## src/rtl/i2c_pt_pkg.sv

```systemverilog
`default_nettype none
// i2c_pt_pkg -- line state encoding and hold-off defaults for the open-drain repeater. Rev 1.0
package i2c_pt_pkg;

   localparam int HOLD_W = 8;

   // Line 1 (SCL) gets the longer hold-off, line 0 (SDA) the shorter one.
   localparam logic [2*HOLD_W-1:0] HOLD_CYCLES_DEFAULT = {8'd15, 8'd7};

   typedef enum logic [2:0] {
      IDLE  = 3'd0,
      A2B   = 3'd1,
      B2A   = 3'd2,
      HOLD  = 3'd3,
      STUCK = 3'd4
   } line_state_t;

endpackage
`default_nettype wire

```

## src/rtl/i2c_pt_line.sv

```systemverilog
`default_nettype none
// i2c_pt_line -- one repeated open-drain line: synchronisers, glitch filters, drive FSM, fault flag. Rev 1.0
module i2c_pt_line
   import i2c_pt_pkg::*;
#(
   parameter int                FILT_LEN = 3,
   parameter logic [HOLD_W-1:0] HOLD_LEN = 8'd7,
   parameter int                TIMEOUT  = 240000,
   parameter int                TO_W     = 20
) (
   input  logic clk,
   input  logic rst,
   input  logic enable,
   input  logic fault_clr,
   input  logic a_in,
   input  logic b_in,
   output logic a_oe,
   output logic b_oe,
   output logic active,
   output logic dir,
   output logic fault
);

   localparam logic [3:0]      FILT_LAST = 4'(FILT_LEN - 1);
   localparam logic [TO_W-1:0] TO_LAST   = TO_W'(TIMEOUT - 1);

   // Index 0 is side A, index 1 is side B.
   logic [1:0] raw;
   logic [1:0] sync1;
   logic [1:0] sync2;
   logic [1:0] filt;
   logic [3:0] fcnt [2];

   assign raw = {b_in, a_in};

   always_ff @(posedge clk) begin
      if (rst) begin
         sync1   <= 2'b11;
         sync2   <= 2'b11;
         filt    <= 2'b11;
         fcnt[0] <= 4'd0;
         fcnt[1] <= 4'd0;
      end else begin
         sync1 <= raw;
         sync2 <= sync1;
         for (int p = 0; p < 2; p++) begin
            if (sync2[p] == filt[p]) begin
               fcnt[p] <= 4'd0;
            end else if (fcnt[p] == FILT_LAST) begin
               filt[p] <= sync2[p];
               fcnt[p] <= 4'd0;
            end else begin
               fcnt[p] <= fcnt[p] + 4'd1;
            end
         end
      end
   end

   logic              filt_a;
   logic              filt_b;
   logic              to_hit;
   line_state_t       state;
   logic [HOLD_W-1:0] hold_cnt;
   logic [TO_W-1:0]   to_cnt;

   assign filt_a = filt[0];
   assign filt_b = filt[1];
   assign to_hit = (TIMEOUT != 0) && (to_cnt == TO_LAST);

   // Only the originating side's filtered level can end a drive state, so the
   // low we echo onto the other side never holds the line up by itself.
   always_ff @(posedge clk) begin
      if (rst) begin
         state    <= IDLE;
         a_oe     <= 1'b0;
         b_oe     <= 1'b0;
         active   <= 1'b0;
         dir      <= 1'b0;
         fault    <= 1'b0;
         hold_cnt <= '0;
         to_cnt   <= '0;
      end else begin
         if (fault_clr) begin
            fault <= 1'b0;
         end
         if (!enable) begin
            state    <= IDLE;
            a_oe     <= 1'b0;
            b_oe     <= 1'b0;
            active   <= 1'b0;
            dir      <= 1'b0;
            hold_cnt <= '0;
            to_cnt   <= '0;
         end else begin
            case (state)
               IDLE: begin
                  if (!filt_a) begin
                     state  <= A2B;
                     b_oe   <= 1'b1;
                     dir    <= 1'b1;
                     active <= 1'b1;
                     to_cnt <= '0;
                  end else if (!filt_b) begin
                     state  <= B2A;
                     a_oe   <= 1'b1;
                     active <= 1'b1;
                     to_cnt <= '0;
                  end
               end
               A2B, B2A: begin
                  if ((state == A2B) ? filt_a : filt_b) begin
                     state    <= HOLD;
                     a_oe     <= 1'b0;
                     b_oe     <= 1'b0;
                     dir      <= 1'b0;
                     hold_cnt <= HOLD_LEN;
                  end else if (to_hit) begin
                     // Set after the clear above so a coincident new fault wins.
                     state <= STUCK;
                     a_oe  <= 1'b0;
                     b_oe  <= 1'b0;
                     dir   <= 1'b0;
                     fault <= 1'b1;
                  end else begin
                     to_cnt <= to_cnt + TO_W'(1);
                  end
               end
               HOLD: begin
                  if (hold_cnt == '0) begin
                     state  <= IDLE;
                     active <= 1'b0;
                  end else begin
                     hold_cnt <= hold_cnt - HOLD_W'(1);
                  end
               end
               STUCK: begin
                  if (filt_a && filt_b) begin
                     state    <= HOLD;
                     hold_cnt <= HOLD_LEN;
                  end
               end
               default: begin
                  state  <= IDLE;
                  a_oe   <= 1'b0;
                  b_oe   <= 1'b0;
                  active <= 1'b0;
                  dir    <= 1'b0;
               end
            endcase
         end
      end
   end

endmodule
`default_nettype wire

```

## src/rtl/i2c_passthrough_n.sv

```systemverilog
`default_nettype none
// i2c_passthrough_n -- N-line bidirectional open-drain repeater between side A and side B. Rev 1.0
module i2c_passthrough_n
   import i2c_pt_pkg::*;
#(
   parameter int                          N_LINES     = 2,
   parameter int                          FILT_LEN    = 3,
   parameter logic [N_LINES*HOLD_W-1:0]   HOLD_CYCLES = HOLD_CYCLES_DEFAULT,
   parameter int                          TIMEOUT     = 240000,
   parameter int                          TO_W        = 20
) (
   input  logic               ICE_CLK,
   input  logic               rst,
   input  logic               enable,
   input  logic [N_LINES-1:0] a_in,
   input  logic [N_LINES-1:0] b_in,
   output logic [N_LINES-1:0] a_oe,
   output logic [N_LINES-1:0] b_oe,
   output logic [N_LINES-1:0] active,
   output logic [N_LINES-1:0] dir,
   output logic [N_LINES-1:0] fault,
   input  logic               fault_clr
);

   for (genvar i = 0; i < N_LINES; i++) begin : g_line
      i2c_pt_line #(
         .FILT_LEN (FILT_LEN),
         .HOLD_LEN (HOLD_CYCLES[i*HOLD_W +: HOLD_W]),
         .TIMEOUT  (TIMEOUT),
         .TO_W     (TO_W)
      ) u_line (
         .clk       (ICE_CLK),
         .rst       (rst),
         .enable    (enable),
         .fault_clr (fault_clr),
         .a_in      (a_in[i]),
         .b_in      (b_in[i]),
         .a_oe      (a_oe[i]),
         .b_oe      (b_oe[i]),
         .active    (active[i]),
         .dir       (dir[i]),
         .fault     (fault[i])
      );
   end

endmodule
`default_nettype wire

```

## config.mk

```make
export PLATFORM = sky130hd
export DESIGN_NAME = i2c_passthrough_n
export DESIGN_NICKNAME = d
export VERILOG_FILES = /design/src/rtl/i2c_pt_pkg.sv /design/src/rtl/i2c_pt_line.sv /design/src/rtl/i2c_passthrough_n.sv
export SDC_FILE = /design/constraint.sdc
export NUM_CORES = 1
export LEC_CHECK = 0
export CAP_MARGIN = 20
export CORE_AREA = 3 3 88 107
export CTS_CLUSTER_DIAMETER = 200
export CTS_CLUSTER_SIZE = 10
export DETAILED_ROUTE_END_ITERATION = 16
export DIE_AREA = 0 0 91 110
export HOLD_SLACK_MARGIN = 0.05
export MAX_ROUTING_LAYER = met4
export PLACE_DENSITY = 0.77
export SYNTH_ARGS = -nofsm -noshare
export SYNTH_HDL_FRONTEND = slang
export SYNTH_SLANG_ARGS = --single-unit
```

## constraint.sdc

```tcl
create_clock -name ICE_CLK -period 5.47 [get_ports ICE_CLK]
set_input_delay 1.3675 -clock ICE_CLK [delete_from_list [all_inputs] [get_ports ICE_CLK]]
set_output_delay 1.3675 -clock ICE_CLK [all_outputs]
set_load 0.01 [all_outputs]
```

# After elaboration in Yosys (flattened, before gate mapping)
# Memories as Yosys holds them, arrays and structs flattened.
# Index checks and enable logic that the tools add are counted.
# classes
add_sub_neg,8
multipliers,0
div,0
magnitude_cmp,0
eq_ne,40
n_shift,0
n_mux,122
bitwise,21
n_reduce_logical,33
# op_table
op,n
$mux 20,8
$pmux 20 s2,2
$mux 1,72
$mux 4,12
$mux 8,6
$pmux 8 s3,2
$add 20x1->20 const B,2
$eq 20x18->1 const B,2
$mux 3,12
$reduce_and 4->1,8
$pmux 3 s4,2
$ne 2x2->1 const B,10
$pmux 1 s3,6
$add 4x1->4 const B,4
$eq 4x2->1 const B,4
$logic_not 8->1,2
$ne 2x1->1 const B,8
$sub 8x1->8 const B,2
$eq 3x2->1 const B,4
$or 1x1->1,12
$reduce_and 3->1,4
$reduce_or 2->1,5
$not 1->1,9
$reduce_and 2->1,4
other kinds (10),22
# totals
regBits,82
latch_bits,0
mem_bits_rw,16
rom_bits,0
in_bits,8
output_inout_bits,10
mem_count,2
# memory_table
memory,words,width,rd,rd_clocked_by_memory_dff,wr,line_no,rtl
g_line[0].u_line.fcnt,2,4,2,0,2,i2c_pt_line.sv:32,logic [3:0] fcnt [2];
g_line[1].u_line.fcnt,2,4,2,0,2,i2c_pt_line.sv:32,

# Longest topological paths before layout
# Gate-level depths: netlist of the first run.
# logic_depth
ltp_word,7
ltp_mapped,8

# Hierarchy
# From an unflattened synthesis of the first run, not the netlist that was laid out.
# unflattened
cells_unflattened,569
hier_area_um2,5091.1
# by_module_without_submodules
mod,instances,cells_per_inst,area_per_inst_um2,seq_area_each_um2
i2c_pt_line at g_line[1].u_line,1,292,2593.7,1061.0
i2c_pt_line at g_line[0].u_line,1,277,2497.4,1061.0

# Worst setup path after synthesis of the first run
# OpenSTA, ideal clock, no wires.
# synth_path
kind,input -> register
startpoint,in enable
endpoint,reg g_line[0].u_line.to_cnt[3]
arrival_ps,2511
setup_slack_ps,2900
path_stages,5
n_path_buf,1
cell_sequence,nor2b_1 clkbuf_1 nand2_1 or4_1 nand2_1
# synth_via
elab_chain_cells,2
# synth_rtl
element,line_no,rtl
from (decl),i2c_passthrough_n.sv:14,"input logic enable,"
$not 1->1 (no line),-,
$reduce_or 2->1 (no line),-,
to (signal assigned),i2c_pt_line.sv:125,to_cnt <= to_cnt + TO_W'(1);
to (decl),i2c_pt_line.sv:64,logic [TO_W-1:0] to_cnt;
# No other way between the ends.
# A chain may end at the register's enable or synchronous reset.

# Final worst setup path of the first run
# layout_path
startpoint,in rst
endpoint,reg g_line[0].u_line.to_cnt[3]
# layout_via
elab_chain_cells,1
# layout_rtl
element,line_no,rtl
from (decl),i2c_passthrough_n.sv:13,"input logic rst,"
$reduce_or 2->1 (no line),-,
# No other way between the ends.

==> results of run 1 <==
cell families (layout without fill, tap and decap cells):
family                   Yosys count  after routing  synth area share (%)
other                              1             16                0.0742
AND/OR/NAND/NOR                  262            262                  27.7
multiplexers                       3              3                 0.619
buffers and inverters             53             54                  4.98
flip-flops                        98             98                  42.0
XOR/XNOR                          50             50                  8.67
AO/OA/AOI/OAI                     95             95                  12.4
adder cells (fa/ha/maj)           14             14                  3.47
stage by stage:
stage	instance area, um2	util [%]	setup WS [ns]
floorplan	5110	-	2.90
global placement	5250	61.6	1.69
finish	5450	64.0	1.93
detailed placement	5250	61.6	1.56
CTS	5440	63.9	1.94
global route	5450	64.0	1.74
state kept, by name, summed over array words and instances (netlist names), 2 cells and up:
| register | flops |
|---|---|
| g_line.u_line.state | 6 |
| g_line.u_line.to_cnt | 40 |
| g_line.u_line.sync1 | 4 |
| g_line.u_line.hold_cnt | 16 |
| g_line.u_line.filt | 4 |
| g_line.u_line.a_oe | 2 |
| g_line.u_line.fault | 2 |
| g_line.u_line.sync2 | 4 |
| g_line.u_line.fcnt | 16 |
| g_line.u_line.active | 2 |
layout by cell type (no fill, tap or decap), drive strengths merged, types with 3 or more instances in the layout:
cell type      instances
a211o                  5
a21oi                 35
a31oi                  5
and2                   3
and3                   9
and4                   3
clkbuf                13
clkdlybuf4s50         17
conb                  16
dfxtp                 82
edfxtp                16
ha                    14
inv                   19
nand2                 24
nand2b                 6
nand3                 24
nand3b                 7
nand4                 16
nor2                  82
nor2b                  8
nor3                  19
nor3b                 10
nor4                   8
o2111ai                4
o211ai                 8
o21a                   4
o21ai                 16
o31ai                  4
or2                   13
or3                   10
or3b                   4
or4                    7
xnor2                 22
xor2                  28
power breakdown:
group	internal, mW	switching [mW]
Clock	0.223	0.239
Sequential	0.753	0.0261
Combinational	0.0657	0.0852
worst reg2reg max path, cell delays in order (launching register included):
cell	delay, ns
dfxtp_1	0.61
or3b_1	0.39
a21oi_1	0.73
o21ai_1	0.33
or4b_1	0.55
a21oi_1	0.13
worst max path at each step:
stage / startpoint / to / slack (ns) / cells past startpoint
6_report: rst / g_line[0].u_line.to_cnt[3] / 1.93 / 6
5_1_grt: rst / g_line[0].u_line.to_cnt[3] / 1.74 / 6
4_1_cts: rst / g_line[0].u_line.to_cnt[3] / 1.94 / 6
3_5_place_dp: rst / g_line[0].u_line.to_cnt[3] / 1.56 / 6
3_3_place_gp: rst / g_line[1].u_line.to_cnt[7] / 1.69 / 6
2_1_floorplan: enable / g_line[0].u_line.to_cnt[3] / 2.90 / 5
layer usage:
metal	track usage (%)	routed length [um]
met5	-	0
met4	6.68	119
met3	3.73	325
met2	35.8	4780
met1	25.6	4520
cell type report:
cell class                 instances  area [um2]  area share [%]
multi-input combinational        440        2730            50.2
timing repair buffer              19         185            3.40
sequential                        98        2120            39.0
clock inverter                     3        40.0           0.735
clock buffer                      13         149            2.73
inverter                          19        71.3            1.31
tap                              117         146            2.69
==> run_results.csv, run 1 <==
group,metric,value,unit
global_route,antenna_found_initial,0,
synthesis,syn_inst,576,
clock_tree,cts-buffers-inserted,9,
synthesis,syn_area_per_cell,8.77,um2
route,drt_drc_violations_left,0,
sta,slew_violations,0,
synthesis,synth_top_area_share,32.5,%
sta,fmax,282,MHz
critical_path,critPathKind,"input pin to flip-flop",
global_route,grt_pass1_wl,16.9,mm
route,antenna_left,0,
clock_tree,cts_tree,"built",
synthesis,synth_common_cells,"dfxtp_1, nor2_1, a21oi_1",
synthesis,yosysSeqAreaShare,42.0,%
synthesis,synth-edff-count,16,
finish,finalNetCount,609,
synthesis,synth_area,5050,um2
sta,finalSetupViolCount,0,
sta,clock-skew-final,0.0131,ns
die,rows,37,
clock_tree,cts-resized-gates,0,
critical_path,crit_fanout,20,
die,start_util,59.3,%
finish,drive_gt1_share,6.42,%
global_route,grt.total_usage,21.0,%
sta,whs,0.415,ns
critical_path,required,5.77,ns
min_path,hold_path.class,"flip-flop to flip-flop",
placed_design,place.gp.congestion,0.834,
critical_path,worstPathArrival,3.84,ns
route,drt-total-wl,9.74,mm
critical_path,worstSetupEndpointType,"flip-flop",
clock_tree,post_cts_buffers,0,
sta,min_period,3.54,ns
synthesis,async_reset_ff_share,0,%
critical_path,cp_slowest_cell,"or4_1",
clock_tree,postCtsHoldBufs,0,
min_path,hold_start,"g_line[0].u_line.sync1[1]",
sta,worst_pin_slew,0.902,ns
clock_tree,cts-root-buf,"clkbuf_8",
critical_path,cpMostUsedCell,"nand2_1",
status,run_status,"complete, no violations",
critical_path,slowest_delay,0.65,ns
power,power.density,256,nW/um2
sta,finalCritPeriodShare,64.8,%
die,die_w,91,um
critical_path,rrSetupSlack,2.66,ns
placed_design,dp_hpwl,6.85,mm
min_path,holdPathStages,1,
sta,setup_tns,0,ns
synthesis,ys_ff_latch,98,
critical_path,rr_worst_depth,5,
critical_path,rr_endpoint,"g_line[0].u_line.to_cnt[1]",
clock_tree,cts.clk_slew.worst_paths,0.08,ns
min_path,whs_endpoint,"g_line[0].u_line.sync2[1]",
power,peakVddDrop,0.213,mV
sta,rsz0062_at_grt,"no",
route,drtIter0Drc,234,
critical_path,path_cells,"clkdlybuf4s50_1 > buf_4 > nor2b_1 > nand2_1 > or4_1 > nand2_1",
critical_path,critical_path.top_delay_family,"simple AND/OR/NAND/NOR gates",
placed_design,placed_cells,692,
clock_tree,clock_latency,0.36,ns
global_route,grt_overflow_total,0,
sta,finalHoldViolations,0,
finish,fin_cells,709,
route,vias,4059,
finish,area_growth,7.85,%
clock_tree,htree_levels,3,
route,routedWlPerCell,13.7,um
flow_run,maxCapViolCount,0,
placed_design,numPortBuffers,17,
route,routed_via_density,5.72,
synthesis,ys_types,62,
synthesis,ys.flop_type,"dfxtp_1",
global_route,grt_pass1_vias,3785,
route,drtPass1Iterations,5,
die,die_area,10000,um2
power,leakage,1.88,nW
die,core-area,8520,um2
critical_path,path_buf_inv,2,
finish,fill_cells,757,
critical_path,worstReg2RegStart,"g_line[0].u_line.state[0]",
clock_tree,clock-sinks,98,
power,power,1.39,mW
clock_tree,cts_buffer_depth,2,
synthesis,yosys.area.top_type,"dfxtp_1",
synthesis,synthTopCellsByArea,"dfxtp_1, edfxtp_1, nor2_1",
global_route,grt_max_degree,21,
finish,num_antenna_cells,0,
die,io_pins,18,
synthesis,yosysWarningCount,0,
sta,slew_headroom,39.9,%
die,fp.dieH,110,um
critical_path,crit_path_start_kind,"input pin",
(Power assumes the default switching activity.)
==> run 2: changes to the inputs <==
CORE_AREA = 3 3 92 111   (was 3 3 88 107)
DIE_AREA = 0 0 95 114   (was 0 0 91 110)
PLACE_DENSITY = 0.75   (was 0.77)
clock period = 3 ns   (was 5.47 ns; I/O delays follow)
==> run 2 against run 1 <==
Critical path depth is the same. Clock skew shrank 0.0033 ns. Flip-flop and latch count is the same. Die area grew 8.2%. Via count shrank 0.49%. Design area grew 0.76%. Routed wire length shrank 0.36%. Combinational power grew 83%. Count of clock-buffer cells in the layout shrank 2. Cell count grew 1.1%. Critical path type is now flip-flop to flip-flop.
==> run_results.csv, run 2 (synthesized netlist as in run 1, its figures left out) <==
group,metric,value,unit
status,run_status,"complete, no violations",
finish,num_antenna_cells,0,
global_route,grt.total_usage,20.1,%
route,routed_via_density,5.63,
finish,design_area,5490,um2
power,peakVddDrop,0.270,mV
finish,final_core_util,59.8,%
sta,clock-skew-final,0.00981,ns
finish,largestRegisters,"g_line.u_line.to_cnt (40), g_line.u_line.fcnt (16), g_line.u_line.hold_cnt (16)",
critical_path,required,3.32,ns
critical_path,critical_path.startpoint,"g_line[0].u_line.state[0]",
min_path,hold_path.class,"flip-flop to flip-flop",
critical_path,path_cells,"or3b_1 > a21oi_1 > buf_4 > o21ai_1 > or4b_1 > a21oi_1",
sta,setup_ws,0.793,ns
placed_design,place.gp.congestion,0.822,
critical_path,cpMostUsedCell,"a21oi_1",
critical_path,path_buf_inv,1,
clock_tree,cts-root-buf,"clkbuf_8",
sta,rsz0062_at_grt,"no",
critical_path,worstPathArrival,2.52,ns
clock_tree,cts-buffers-inserted,9,
critical_path,rrSetupSlack,0.79,ns
placed_design,placed_cells,701,
global_route,grt_pass1_wl,17.1,mm
route,drtPass1Iterations,4,
sta,finalSetupViolCount,0,
finish,finalNetCount,614,
route,antenna_left,0,
clock_tree,clock-sinks,98,
clock_tree,cts_tree,"built",
die,rows,38,
critical_path,cp_slowest_cell,"dfxtp_1",
critical_path,critical_path.top_delay_family,"simple AND/OR/NAND/NOR gates",
route,drt_drc_violations_left,0,
clock_tree,cts-resized-gates,0,
critical_path,worstSetupEndpointType,"flip-flop",
sta,min_period,2.21,ns
sta,finalHoldViolations,0,
finish,area_growth,8.67,%
finish,largest-register,"g_line.u_line.to_cnt",
die,core-area,9180,um2
sta,worst_pin_slew,0.822,ns
finish,drive_gt1_share,7.54,%
die,fp.dieH,114,um
global_route,grt_overflow_total,0,
finish,fin_cells,717,
clock_tree,cts_buffer_depth,2,
critical_path,critPathKind,"flip-flop to flip-flop",
route,drt-total-wl,9.70,mm
clock_tree,clock_latency,0.38,ns
global_route,grt_max_degree,21,
clock_tree,cts.clk_slew.worst_paths,0.10,ns
clock_tree,postCtsHoldBufs,0,
critical_path,slowest_delay,0.62,ns
placed_design,dp_hpwl,7.02,mm
sta,finalCritPeriodShare,73.6,%
finish,largest_register_ff_count,40,
sta,fmax,453,MHz
sta,slew_headroom,44.7,%
die,start_util,55.0,%
critical_path,crit_fanout,15,
power,leakage,1.90,nW
placed_design,numPortBuffers,17,
clock_tree,post_cts_buffers,0,
global_route,antenna_found_initial,0,
global_route,grt_pass1_vias,3960,
finish,mostFrequentLayoutCells,"nor2_1, dfxtp_1, a21oi_1, xor2_1, nand3_1",
critical_path,worstReg2RegStart,"g_line[0].u_line.state[0]",
clock_tree,htree_levels,3,
sta,slew_violations,0,
route,drtIter0Drc,207,
critical_path,crit_path_start_kind,"flip-flop",
die,io_pins,18,
route,vias,4039,
placed_design,dp_slack,0.659,ns
placed_design,place_area,5300,um2
die,die_w,95,um
min_path,hold_start,"g_line[1].u_line.sync1[1]",
sta,setup_tns,0,ns
die,die_area,10800,um2
route,routedWlPerCell,13.5,um
power,power.density,457,nW/um2
flow_run,maxCapViolCount,0,
run 2: changes by cell type in the layout (fill, tap and decap cells not counted), moves of 2 or more:
cell	before	now
clkinv_4	0	2
clkbuf_1	3	0
clkinv_2	2	0
buf_4	2	7
run 2: per-stage QoR:
stage                     hold WS [ns]  power [mW]
after floorplan                  0.389        1.66
after global placement           0.395        1.72
after detailed placement         0.394        1.73
after CTS                        0.421        2.55
after global routing             0.427        2.64
final                            0.420        2.51
run 2: metal layers:
layer | routed length [um] | part of all wire, % | GRT usage, %
met5 | 0 | 0 | -
met4 | 163 | 1.7 | 6.45
met3 | 234 | 2.4 | 4.82
met2 | 4820 | 50 | 33.4
met1 | 4490 | 46 | 24.0
run 2: layout make-up:
cell class / instances / area [um2]
Clock inverter: 5 / 37.5
Clock buffer: 11 / 151
Inverter: 19 / 71.3
Timing Repair Buffer: 24 / 223
Fill cell: 832 / 3690
Multi-Input combinational cell: 440 / 2730
Tap cell: 120 / 150
Sequential cell: 98 / 2120
run 2: power breakdown:
| group | internal [mW] | switching, mW |
|---|---|---|
| combinational | 0.124 | 0.153 |
| sequential | 1.37 | 0.0479 |
| clock | 0.350 | 0.463 |
| total | 1.85 | 0.664 |
run 2: final timing paths:
check                                                  end  cells past startpoint
worst max-delay path            g_line[0].u_line.to_cnt[1]                      6
worst min-delay path             g_line[1].u_line.sync2[1]                      1
worst max register to register  g_line[0].u_line.to_cnt[1]                      6
worst min register to register   g_line[1].u_line.sync2[1]                      1
==> run 3: changes to the inputs <==
CORE_AREA = 3 3 88 107   (was 3 3 92 111)
DIE_AREA = 0 0 91 110   (was 0 0 95 114)
PLACE_DENSITY = 0.77   (was 0.75)
clock period = 2.3 ns   (was 3 ns; I/O delays follow)
==> run 3 against run 2 <==
Register-to-register slack got worse by 0.59 ns. Via count rose by 1.4%. Design area rose by 1.7%. Sequential power rose by 30%. Cell count rose by 1.5%. Maximum frequency rose by 5.1%. Worst setup slack got worse by 0.59 ns. Largest cell class unchanged. Highest routed layer unchanged.
==> run_results.csv, run 3 (synthesized netlist as in run 1, its figures left out) <==
group,metric,value,unit
global_route,grt_pass1_wl,17.9,mm
route,vias,4095,
die,die_area,10000,um2
clock_tree,cts-root-buf,"clkbuf_8",
global_route,grt_overflow_total,0,
power,sw_frac_of_total,26.1,%
clock_tree,cts_buffer_depth,2,
status,run_status,"complete, no violations",
power,p_clk_share,31.8,%
critical_path,cp_slowest_cell,"or4_4",
power,power_frac_seq,55.9,%
power,power.density,589,nW/um2
sta,min_period,2.10,ns
min_path,hold_path.class,"flip-flop to flip-flop",
critical_path,crit_end,"g_line[1].u_line.state[0]",
route,drt-total-wl,10.0,mm
power,internal_power,2.43,mW
sta,rsz0062_at_grt,"no",
clock_tree,cts_tree,"built",
power,p_comb_share,12.3,%
finish,largest_register_ff_count,40,
global_route,antenna_found_initial,0,
die,fp.dieH,110,um
critical_path,crit_fanout,7,
critical_path,path_cells,"ha_1 > nand3_1 > or4_4 > o21ai_4 > nand2_2 > a221oi_1",
die,die_w,91,um
route,routedWlPerCell,13.8,um
finish,largestRegisters,"g_line.u_line.to_cnt (40), g_line.u_line.fcnt (16), g_line.u_line.hold_cnt (16)",
sta,finalCritPeriodShare,91.3,%
clock_tree,clock-sinks,98,
placed_design,numPortBuffers,17,
global_route,grt.total_usage,22.5,%
power,p_sw,0.859,mW
sta,slew_headroom,49.1,%
route,drtIter0Drc,219,
critical_path,rrSetupSlack,0.20,ns
die,rows,37,
finish,num_antenna_cells,0,
critical_path,worstPathArrival,2.37,ns
sta,fmax,476,MHz
critical_path,rr_endpoint,"g_line[1].u_line.state[0]",
sta,slew_violations,0,
route,routed_via_density,5.63,
critical_path,critical_path.top_delay_family,"simple AND/OR/NAND/NOR gates",
finish,fin_cells,728,
sta,setup_ws,0.201,ns
clock_tree,cts-buffers-inserted,9,
route,drtPass1Iterations,4,
finish,area_growth,10.5,%
finish,drive_gt1_share,9.49,%
placed_design,dp_slack,0.112,ns
critical_path,critPathKind,"flip-flop to flip-flop",
die,core-area,8520,um2
finish,largest-register,"g_line.u_line.to_cnt",
critical_path,required,2.57,ns
power,leakage,1.97,nW
finish,mostFrequentLayoutCells,"nor2_1, dfxtp_1, a21oi_1, xor2_1, nand3_1",
global_route,grt_pass1_vias,3950,
critical_path,cp.depth,6,
power,power,3.29,mW
critical_path,path_buf_inv,0,
clock_tree,htree_levels,3,
placed_design,dp_hpwl,7.32,mm
critical_path,worstSetupEndpointType,"flip-flop",
sta,whs,0.406,ns
placed_design,place.gp.congestion,0.892,
flow_run,maxCapViolCount,0,
sta,setup_tns,0,ns
critical_path,worstReg2RegStart,"g_line[1].u_line.to_cnt[0]",
route,drt_drc_violations_left,0,
route,antenna_left,0,
critical_path,slowest_delay,0.60,ns
sta,finalHoldViolations,0,
clock_tree,post_cts_buffers,0,
sta,finalSetupViolCount,0,
sta,worst_pin_slew,0.758,ns
finish,finalNetCount,628,
clock_tree,clock_latency,0.37,ns
placed_design,placed_cells,712,
critical_path,rr_worst_depth,6,
clock_tree,cts.clk_slew.worst_paths,0.10,ns
die,io_pins,18,
clock_tree,postCtsHoldBufs,0,
global_route,grt_max_degree,20,
critical_path,critical_path.startpoint,"g_line[1].u_line.to_cnt[0]",
sta,clock-skew-final,0.0142,ns
power,peakVddDrop,0.424,mV
die,start_util,59.3,%
clock_tree,cts-resized-gates,0,
critical_path,crit_path_start_kind,"flip-flop",
==> run 3: cell count changes in the layout (fill, tap and decap cells not counted), sizes merged <==
cell	previous run	this run
clkbuf	11	12
clkinvlp	1	0
buf	7	21
==> run 3: layout make-up <==
class	count	area [um2]
Sequential cell	98	2120
Fill cell	748	2940
Clock buffer	12	156
Timing Repair Buffer	38	328
Inverter	19	71.3
Multi-Input combinational cell	440	2730
Tap cell	117	146
Clock inverter	4	25.0
==> run 3: worst reg2reg max path: stages (launching register included) <==
cell	delay, ns
dfxtp_1	0.40
ha_1	0.20
nand3_1	0.16
or4_4	0.60
o21ai_4	0.25
nand2_2	0.09
a221oi_1	0.30
==> run 3: power by group through the flow <==
stage / registers [mW] / logic (mW) / clock network (mW)
2_1_floorplan: 1.86 / 0.309 / 0
3_3_place_gp: 1.88 / 0.387 / 0
3_5_place_dp: 1.88 / 0.399 / 0
4_1_cts: 1.84 / 0.402 / 1.08
5_1_grt: 1.85 / 0.458 / 1.14
6_report: 1.84 / 0.405 / 1.04
==> run 3: per-layer routing <==
layer  track usage [%]  up-vias  part of all wire, %
met5                 -        -                    0
met4              8.30        0                  1.8
met3              3.33       15                  3.3
met2              39.0       68                   50
met1              26.7     1931                   45
li1                  -     2081                    -
==> run 3: how the worst min path moves through the flow <==
| stage | from | endpoint | slack [ns] | depth (start not counted) |
|---|---|---|---|---|
| after floorplan | g_line[0].u_line.sync1[0] | g_line[0].u_line.sync2[0] | 0.39 | 1 |
| after global placement | g_line[0].u_line.sync1[0] | g_line[0].u_line.sync2[0] | 0.39 | 1 |
| after detailed placement | g_line[1].u_line.sync1[1] | g_line[1].u_line.sync2[1] | 0.40 | 1 |
| after CTS | g_line[1].u_line.sync1[1] | g_line[1].u_line.sync2[1] | 0.41 | 1 |
| after global routing | g_line[1].u_line.sync1[0] | g_line[1].u_line.sync2[0] | 0.43 | 1 |
| final | g_line[0].u_line.sync1[1] | g_line[0].u_line.sync2[1] | 0.41 | 1 |
==> run 3: through the flow <==
stage	cell area, um2	util, %
3_5_place_dp	5400	63.4
5_1_grt	5580	65.5
4_1_cts	5580	65.5
3_3_place_gp	5400	63.4
6_report	5580	65.5
2_1_floorplan	5110	-
